===== src/rtl/mdu_sequencer.sv =====
// Sequential unsigned multiply/divide unit: one shift-add or restoring shift-subtract
// step per clock over a 2N-bit working register, with stall, flush and done signalling.
module mdu_sequencer #(
  parameter int N  = 32,
  parameter int CW = 6
) (
  input  logic         clk,
  input  logic         reset,
  input  logic         start,
  input  logic [1:0]   op,
  input  logic [N-1:0] a,
  input  logic [N-1:0] b,
  input  logic         flush,
  output logic         ready,
  output logic         busy,
  output logic         done,
  output logic [N-1:0] result
);

  typedef enum logic [1:0] {
    IDLE = 2'd0,
    RUN  = 2'd1,
    DONE = 2'd2
  } state_t;

  state_t         state_r, state_s;
  logic [CW-1:0]  cnt_r, cnt_s;
  logic [1:0]     op_r, op_s;
  logic [N-1:0]   opnd_r, opnd_s;   // multiplicand for MUL*, divisor for DIV*/REM*
  logic [2*N-1:0] work_r, work_s;
  logic [N-1:0]   result_r, result_s;
  logic [N:0]     mul_sum_s;
  logic [2*N:0]   div_shift_s;
  logic [N:0]     div_upper_s;
  logic [N-1:0]   div_diff_s;
  logic           done_s;

  // Low half holds the product low word / quotient, high half the product high word / remainder.
  function automatic logic [N-1:0] select_result(input logic [1:0] sel_op,
                                                 input logic [2*N-1:0] w);
    logic [N-1:0] r;
    case (sel_op)
      2'b00:   r = w[N-1:0];
      2'b01:   r = w[2*N-1:N];
      2'b10:   r = w[N-1:0];
      2'b11:   r = w[2*N-1:N];
      default: r = {N{1'b0}};
    endcase
    return r;
  endfunction

  // One iteration of either algorithm; the divide shift keeps an extra top bit so 2*rem+1 never overflows.
  always_comb begin
    mul_sum_s   = {1'b0, work_r[2*N-1:N]} + (work_r[0] ? {1'b0, opnd_r} : {(N+1){1'b0}});
    div_shift_s = {work_r, 1'b0};
    div_upper_s = div_shift_s[2*N:N];
    div_diff_s  = div_upper_s[N-1:0] - opnd_r;
  end

  // Next-state and datapath update.
  always_comb begin
    state_s  = state_r;
    cnt_s    = cnt_r;
    op_s     = op_r;
    opnd_s   = opnd_r;
    work_s   = work_r;
    result_s = result_r;
    case (state_r)
      IDLE: begin
        if (start && !flush) begin
          op_s  = op;
          cnt_s = {CW{1'b0}};
          if (op[1] && (b == {N{1'b0}})) begin
            // Divide by zero: place the fixed answers where select_result will find them.
            state_s = DONE;
            opnd_s  = b;
            work_s  = {a, {N{1'b1}}};
          end else begin
            state_s = RUN;
            opnd_s  = op[1] ? b : a;
            work_s  = {{N{1'b0}}, (op[1] ? a : b)};
          end
        end else begin
          state_s = IDLE;
        end
      end
      RUN: begin
        if (flush) begin
          state_s = IDLE;
        end else begin
          cnt_s = cnt_r + CW'(1);
          if (op_r[1]) begin
            if (div_upper_s >= {1'b0, opnd_r}) begin
              work_s = {div_diff_s, div_shift_s[N-1:1], 1'b1};
            end else begin
              work_s = div_shift_s[2*N-1:0];
            end
          end else begin
            work_s = {mul_sum_s, work_r[N-1:1]};
          end
          if (cnt_r == CW'(N-1)) begin
            state_s = DONE;
          end else begin
            state_s = RUN;
          end
        end
      end
      DONE: begin
        state_s = IDLE;
        if (!flush) begin
          result_s = select_result(op_r, work_r);
        end else begin
          result_s = result_r;
        end
      end
      default: begin
        state_s = IDLE;
      end
    endcase
  end

  // State and datapath registers.
  always_ff @(posedge clk or posedge reset) begin
    if (reset) begin
      state_r  <= IDLE;
      cnt_r    <= {CW{1'b0}};
      op_r     <= 2'b00;
      opnd_r   <= {N{1'b0}};
      work_r   <= {(2*N){1'b0}};
      result_r <= {N{1'b0}};
    end else begin
      state_r  <= state_s;
      cnt_r    <= cnt_s;
      op_r     <= op_s;
      opnd_r   <= opnd_s;
      work_r   <= work_s;
      result_r <= result_s;
    end
  end

  // A flush in DONE suppresses both the pulse and the new result in the same cycle.
  always_comb begin
    ready  = (state_r == IDLE);
    busy   = (state_r != IDLE);
    done_s = (state_r == DONE) && !flush;
    done   = done_s;
    if (done_s) begin
      result = select_result(op_r, work_r);
    end else begin
      result = result_r;
    end
  end

endmodule


===== config.mk =====
export PLATFORM = sky130hd
export DESIGN_NAME = mdu_sequencer
export DESIGN_NICKNAME = d
export VERILOG_FILES = /design/src/rtl/mdu_sequencer.sv
export SDC_FILE = /design/constraint.sdc
export NUM_CORES = 1
export LEC_CHECK = 0
export ABC_AREA = 0
export CAP_MARGIN = 40
export CELL_PAD_IN_SITES_DETAIL_PLACEMENT = 1
export CELL_PAD_IN_SITES_GLOBAL_PLACEMENT = 2
export CORE_MARGIN = 8
export CORE_UTILIZATION = 38
export CTS_CLUSTER_DIAMETER = 150
export CTS_CLUSTER_SIZE = 28
export DETAILED_ROUTE_END_ITERATION = 8
export GPL_TIMING_DRIVEN = 0
export MAX_ROUTING_LAYER = met4
export PLACE_DENSITY_LB_ADDON = 0.1
export SKIP_CTS_REPAIR_TIMING = 1
export SYNTH_ARGS = -nofsm -noshare
export SYNTH_HDL_FRONTEND = slang
export SYNTH_SLANG_ARGS = --single-unit

===== constraint.sdc =====
create_clock -name clk -period 15.3 [get_ports clk]
set_input_delay 4.59 -clock clk [delete_from_list [all_inputs] [get_ports clk]]
set_output_delay 4.59 -clock clk [all_outputs]
set_load 0.005 [all_outputs]

Word level (Yosys, flattened, before mapping)
Index checks and enable logic that the tools add are counted.
Storage, ports and cells
  logic and storage cells: 53
  bits of input ports: 70
  output and inout port bits: 35
  bits in registers: 138
Operators by class
  equality and inequality tests: 8
  multiplexer cells: 20
  bitwise operators: 1
  reduce and logical (&&, ||, !) cells: 14
  order comparisons: 1
  add/sub/neg operators: 3
Operator list (count)
  2-to-1 mux 64 bit: 5
  2-to-1 mux 32 bit: 5
  one-hot mux 64 bit (2 select lines): 1
  one-hot mux 32 bit (2 select lines): 1
  adder 32 x 32 -> 33 bit: 1
  >= comparator 33 x 32 -> 1 bit: 1
  logical NOT 32 bit: 1
  subtractor 32 bit: 1
  2-to-1 mux 6 bit: 2
  one-hot mux 6 bit (2 select lines): 1
  2-to-1 mux 2 bit: 4
  adder 6 x 1 -> 6 bit (second input constant): 1
  == test 2 bit (second input constant): 3
  == test 6 x 5 -> 1 bit (second input constant): 1
  == test 2 x 1 -> 1 bit (second input constant): 2
  logical NOT 2 bit: 2
  one-hot mux 2 bit (2 select lines): 1
  AND reduction 2 bit: 2
  nonzero test 2 bit: 2
  OR reduction 2 bit: 2
  logical AND 1 bit: 3
  AND reduction 3 bit: 1
  != test 2 x 1 -> 1 bit (second input constant): 1
  != test 2 bit (second input constant): 1
  2 further kinds: 2

Depth between registers and ports, before layout
Gate-level depths: netlist of run 1.
  word-level depth: 5
  gate-level depth with buffers: 14
  gate-level depth less buffers: 13

Worst setup path after synthesis of run 1
No wires, ideal clock.
  kind: input-to-output
  from: input port flush
  to: output port result[10]
  path slack: 4.910 ns
  buffers on the path: 3
  arrival: 5.800 ns
  stages: 6
  required time: 10.710 ns
  cell sequence: clkbuf_1 -> nor3b_1 -> clkbuf_1 -> clkbuf_1 -> nor2_1 -> a21oi_1
On the way
  longest elaborated chain between the ends: 3
Ends and longest elaborated chain
  start, declared: line 13  | input logic flush,
  logical NOT 1 bit: line 145  | done_s = (state_r == DONE) && !flush;
  logical AND 1 bit: line 145
  2-to-1 mux 32 bit: line 147  | if (done_s) begin
  end, declared: line 17  | output logic [N-1:0] result
Every way passes these cells.

Worst setup path after layout of run 1
  from: input port flush
  to: output port result[2]
Same word-level chain as after synthesis.

==> summary.md, run 1 <==
| Metric | Value |
|---|---|
| Synth top cells by count | a21oi_1, nor2_1, dfrtp_1 |
| Starting Density | 38.5% |
| Iteration-0 DRC Markers | 747 |
| Post-synth EDFFs | 0 |
| Syn Area/Cell | 7.87 sq um |
| Share of the synthesized area in the top cell type | 30.3% |
| Library cell with the highest instance count after synthesis | a21oi_1 |
| CP max FO | 10 |
| Clock share of power | 18.4% |
| Fin nets | 1712 |
| Slew HR | 36.5% |
| Critical Path Start Type | primary input |
| Multi-input logic area | 0.00738 sq mm |
| CTS tree | built |
| RePlAce Congestion | 0.927 |
| # DRC | 0 |
| #FFs+latches synth | 138 |
| Number of max-cap violations | 0 |
| Compound-Gate Fraction of Synth Area | 25.2% |
| Power density over the cells | 189 mW/mm^2 |
| Mux share of post-synthesis cell area | 9.08% |
| Initial antenna violation count | 1 |
| Final worst slack | 3.25 ns |
| Synthesized area | 0.0114 sq mm |
| Clock transition at the registers of the reported paths | 0.06 ns |
| Synthesized net count | 1587 |
| Worst Path Arrival | 7.46 ns |
| Final setup fails | 0 |
| Hpwl dp | 39900 microns |
| Area contributors post-synth | dfrtp_1, a21oi_1, mux2i_1, ha_1, nor2_1 |
| Req. time, crit path | 10.71 ns |
| Synthesis warning total | 0 |
| Register area | 0.00345 sq mm |
| Post-synth top area cell | dfrtp_1 |
| CP endpoint kind | primary output |
| Post-Synthesis Cells | 1450 |
| Seq pwr share | 23.7% |
| First-pass GRT wire length | 75900 microns |
| Yosys cell types | 74 |
| Vias per cell | 5.91 |
| Count of input and output buffers | 102 |
| CTS Root Cell | clkbuf_16 |
| Total Neg Setup Slack | 0 ns |
| Die Ht | 189 microns |
| Sequential element share of the synthesized area | 30.3% |
| Final core occ | 46.1% |
| Share of layout cells above drive strength 1 | 3.90% |
| GRT Total Usage | 28.5% |
| Hold Fails Final Rpt | 0 |
| Fin. max-slew vios | 0 |
| H-tree Lvls | 4 |
| Maximum VDD drop | 0.0707 mV |
| Worst-skew pair later-pin latency | 0.44 ns |
| Tmin final | 12.05 ns |
| Asr flop ratio synth | 100% |
| Setup CP Type | primary input to primary output |
| Synth Area in XOR/XNOR | 3.61% |
| Wire per inst | 25.1 microns |
| Final period utilization | 78.7% |
| Vias | 11700 |
| Vias in the first global route | 12300 |
| Internal power consumption | 1.32 mW |
| Status | completed |
| GRT overflow | 0 |
| Clk sink count | 138 |
| Core area | 0.0296 sq mm |
| Fmax | 0.0830 GHz |
| Die Wd | 189 microns |
| Clock skew | 0.00954 ns |
| Largest family of logic cells by synthesized area | compound AO/OA/AOI/OAI gates |
| DR pass1 iterations | 5 |
| DRT antenna net count | 0 |
| Primary FF master, synth | dfrtp_1 |
| Simple-Gate Fraction of Synth Area | 19.3% |
| Net Sw Power | 1.26 mW |
| HP Class | register to register |
| Die footprint | 0.0358 sq mm |
| RSZ-0062 raised after global routing | false |
| Top Ports | 105 |
| Clock buffer depth | 2 |
| Post-synthesis adder-cell area fraction | 7.48% |
| Pre-CTS setup slack | 3.31 ns |
| Fillers | 3687 |
| Total Wirelength | 49700 microns |
| Inserted Clock Buffers | 17 |
| Logic pwr share | 57.9% |
| P&R area growth vs syn | 19.8% |
| Largest net degree at the start of global routing | 86 |
| Pleak | 6.05 nW |
| Switching part of the total power | 48.9% |
| Worst-Margin Slew | 0.928 ns |
| Row Count | 63 |
==> cell type report <==
| cell class | count | area share [%] |
|---|---|---|
| multi-input combinational | 1165 | 54.0 |
| sequential | 138 | 25.3 |
| timing repair buffer | 106 | 8.03 |
| tap | 390 | 3.57 |
| clock buffer | 21 | 3.51 |
| buffer | 95 | 2.80 |
| inverter | 52 | 1.46 |
| clock inverter | 11 | 1.39 |
| antenna | 1 | 0.0183 |
==> per-layer routing <==
metal / track usage [%] / routed length (microns) / up-vias
met3: 3.61 / 2910 / 81
met4: 9.41 / 1600 / 0
met5: - / 0 / -
met2: 43.4 / 22000 / 381
met1: 38.7 / 23100 / 5765
li1: - / - / 5465
==> cells in the final DEF (no fill, tap or decap), drive strengths merged, types with 25 or more instances in the layout <==
| master | instances |
|---|---|
| a21oi | 215 |
| nor2 | 214 |
| dfrtp | 138 |
| clkdlybuf4s50 | 102 |
| nand2 | 100 |
| mux2i | 99 |
| clkbuf | 98 |
| o21ai | 90 |
| ha | 65 |
| inv | 52 |
| and2 | 35 |
| a21o | 32 |
| xnor2 | 25 |
| nand3 | 25 |
==> flip-flops by register name (all words and copies together), names as in the netlist <==
register,flops
op_r,2
result_r,32
cnt_r,6
work_r,64
opnd_r,32
state_r,2
==> power by group through the flow <==
| stage | logic, mW | clock network, mW | registers (mW) |
|---|---|---|---|
| global route | 1.63 | 0.495 | 0.619 |
| detailed placement | 1.46 | 0 | 0.610 |
| floorplan | 1.05 | 0 | 0.519 |
| CTS | 1.48 | 0.483 | 0.603 |
| finish | 1.49 | 0.476 | 0.612 |
| global placement | 1.45 | 0 | 0.607 |
==> worst paths after layout <==
| kind | start | end | slack [ns] | depth (start not counted) |
|---|---|---|---|---|
| max | flush | result[2] | 3.25 | 7 |
| min | cnt_r[1] | cnt_r[1] | 0.53 | 1 |
| max reg2reg | work_r[0] | work_r[63] | 10.64 | 13 |
| min reg2reg | cnt_r[1] | cnt_r[1] | 0.53 | 1 |
| max in group asynchronous | reset | opnd_r[6] | 9.98 | 4 |
| min in group asynchronous | reset | result_r[27] | 4.66 | 3 |
==> per-stage QoR <==
step                      power (mW)  area (sq um)  std cells  hold slack [ns]
after floorplan                 1.57         11400       1450            0.463
after global placement          2.05         12900       1942            0.497
after detailed placement        2.07         13000       1946            0.508
after CTS                       2.57         13700       1978            0.535
after global routing            2.75         13700       1979            0.566
final                           2.58         13700       1979            0.533
==> critical path, stage by stage <==
cell and delay (ns):
clkbuf_1 0.35, nor3b_1 0.52, clkbuf_1 0.53, clkbuf_1 0.60
nor2_1 0.08, a21oi_1 0.21, clkdlybuf4s50_1 0.54
==> kinds of logic after synthesis <==
family / Yosys count
AOI/OAI and AO/OA: 474
and+or+nand+nor: 474
buffers and inverters: 147
DFF: 138
muxes: 103
adders and majority gates: 67
xor gates and xnor gates: 47
Note: power is estimated with default switching activity, not from simulation.
==> run 2, diff against run 1 <==
CORE_UTILIZATION = 35   (was 38)
clock period = 11.42 ns   (was 15.3 ns; I/O delays follow)
==> summary.md, run 2 (synthesis results as in run 1) <==
| Metric | Value |
|---|---|
| Initial antenna violation count | 1 |
| Clock skew | 0.0137 ns |
| # DRC | 0 |
| Share of layout cells above drive strength 1 | 3.78% |
| Tmin final | 9.64 ns |
| Most used cell, CP | clkbuf_1 |
| CTS Root Cell | clkbuf_16 |
| CTS tree | built |
| Maximum VDD drop | 0.112 mV |
| Inserted Clock Buffers | 17 |
| Iteration-0 DRC Markers | 762 |
| Crit-path slowest cell | clkbuf_1 |
| Row Count | 66 |
| Most common cell after layout, fill and taps aside | a21oi_1 |
| DR pass1 iterations | 5 |
| Starting Density | 35.3% |
| Cell Chain, Critical Path | clkbuf_1 -> nor3b_1 -> clkbuf_1 -> clkbuf_1 -> nor2_1 -> a21oi_1 -> clkdlybuf4s50_1 |
| Vias | 11400 |
| GRT Total Usage | 26.4% |
| Req. time, crit path | 7.99 ns |
| Largest net degree at the start of global routing | 81 |
| GRT overflow | 0 |
| Top Ports | 105 |
| RSZ-0062 raised after global routing | false |
| First-pass GRT wire length | 75000 microns |
| Largest regs | work_r x64, opnd_r x32, result_r x32 |
| Fin. max-slew vios | 0 |
| Largest Register | work_r |
| Wire per inst | 24.7 microns |
| Fmax | 0.104 GHz |
| Clk sink count | 138 |
| Fin nets | 1712 |
| DRT antenna net count | 0 |
| Largest stage delay, worst path | 0.62 ns |
| Worst-Margin Slew | 0.989 ns |
| Count of input and output buffers | 102 |
| Setup CP Type | primary input to primary output |
| P&R area growth vs syn | 20.2% |
| Clock transition at the registers of the reported paths | 0.06 ns |
| Commonest cells after routing, fill and taps aside | a21oi_1, nor2_1, dfrtp_1 |
| CP startpoint | flush |
| Status | completed |
| Hold Fails Final Rpt | 0 |
| Die Wd | 197 microns |
| Hold Path Origin | opnd_r[6] |
| Max FFs per register | 64 |
| CP endpoint kind | primary output |
| Die footprint | 0.0386 sq mm |
| Final setup fails | 0 |
| Clock buffer depth | 2 |
| Reg2Reg Launch Point | work_r[0] |
| Die Ht | 197 microns |
| Slew HR | 34.1% |
| Worst-skew pair later-pin latency | 0.44 ns |
| RePlAce Congestion | 0.918 |
| Vias in the first global route | 11800 |
| Power density over the cells | 252 mW/mm^2 |
| Total Neg Setup Slack | 0 ns |
| Vias per cell | 5.64 |
| Number of max-cap violations | 0 |
| H-tree Lvls | 4 |
| CP max FO | 10 |
| Hpwl dp | 40600 microns |
| Total Wirelength | 50200 microns |
| Core area | 0.0323 sq mm |
| Critical Path Start Type | primary input |
| Final core occ | 42.5% |
| Worst Path Arrival | 6.21 ns |
| Final period utilization | 84.4% |
| Pleak | 6.02 nW |
| HP Class | register to register |
[run 2: metal layers]
metal | share of wire, % | track usage (%) | vias to the layer above
met1 | 48 | 36.0 | 5618
met4 | 2.2 | 7.19 | 0
met5 | 0 | - | -
li1 | - | - | 5473
met3 | 5.0 | 3.75 | 55
met2 | 45 | 40.6 | 299
[run 2: cell type report]
class	count	area, sq um
Fill cell	3945	18600
Multi-Input combinational cell	1165	7380
Sequential cell	138	3450
Timing Repair Buffer	106	1080
Tap cell	442	553
Clock buffer	21	470
Buffer	95	383
Inverter	52	200
Clock inverter	10	190
Antenna cell	1	2.50
[run 2: metrics by stage]
| stage | hold WS (ns) | instance area, sq um | total power, mW | cells | setup slack [ns] |
|---|---|---|---|---|---|
| 2_1_floorplan | 0.463 | 11400 | 2.10 | 1450 | 3.36 |
| 3_3_place_gp | 0.500 | 13000 | 2.76 | 1994 | 1.73 |
| 3_5_place_dp | 0.510 | 13100 | 2.79 | 1998 | 1.70 |
| 4_1_cts | 0.544 | 13700 | 3.44 | 2029 | 1.69 |
| 5_1_grt | 0.559 | 13700 | 3.68 | 2030 | 1.55 |
| 6_report | 0.545 | 13700 | 3.46 | 2030 | 1.78 |
[run 2: path summary, 6_finish.rpt]
path                                end  slack (ns)  cells after the start
min                           opnd_r[6]        0.55                      2
max                           result[2]        1.78                      7
max in group asynchronous     opnd_r[3]        7.16                      3
min in group asynchronous  result_r[28]        3.43                      2
max reg2reg                  work_r[59]        6.73                     13
min reg2reg                   opnd_r[6]        0.55                      2
[run 2: report_power, final]
part,switching (mW),internal (mW)
clock,0.225,0.404
combinational,1.24,0.764
sequential,0.228,0.595
total,1.69,1.76
[run 2: worst max-delay path: cells and delay by family]
kind	cells	cell delay, ns
buf+inv	4	2.05
simple gates	2	0.49
compound gates	1	0.22
==> run 3, diff against run 2 <==
clock period = 9 ns   (was 11.42 ns; I/O delays follow)
==> results of run 3 <==
The final DEF is identical to that of run 2. Status: completed.
Among the figures that moved: setup slack after placement 1.70 ns -> 0.732 ns; setup slack after layout 1.78 ns -> 0.813 ns; register-to-register setup slack 6.73 ns -> 4.31 ns; total power 3.46 mW -> 4.39 mW; worst IR drop on VDD 0.112 mV -> 0.142 mV
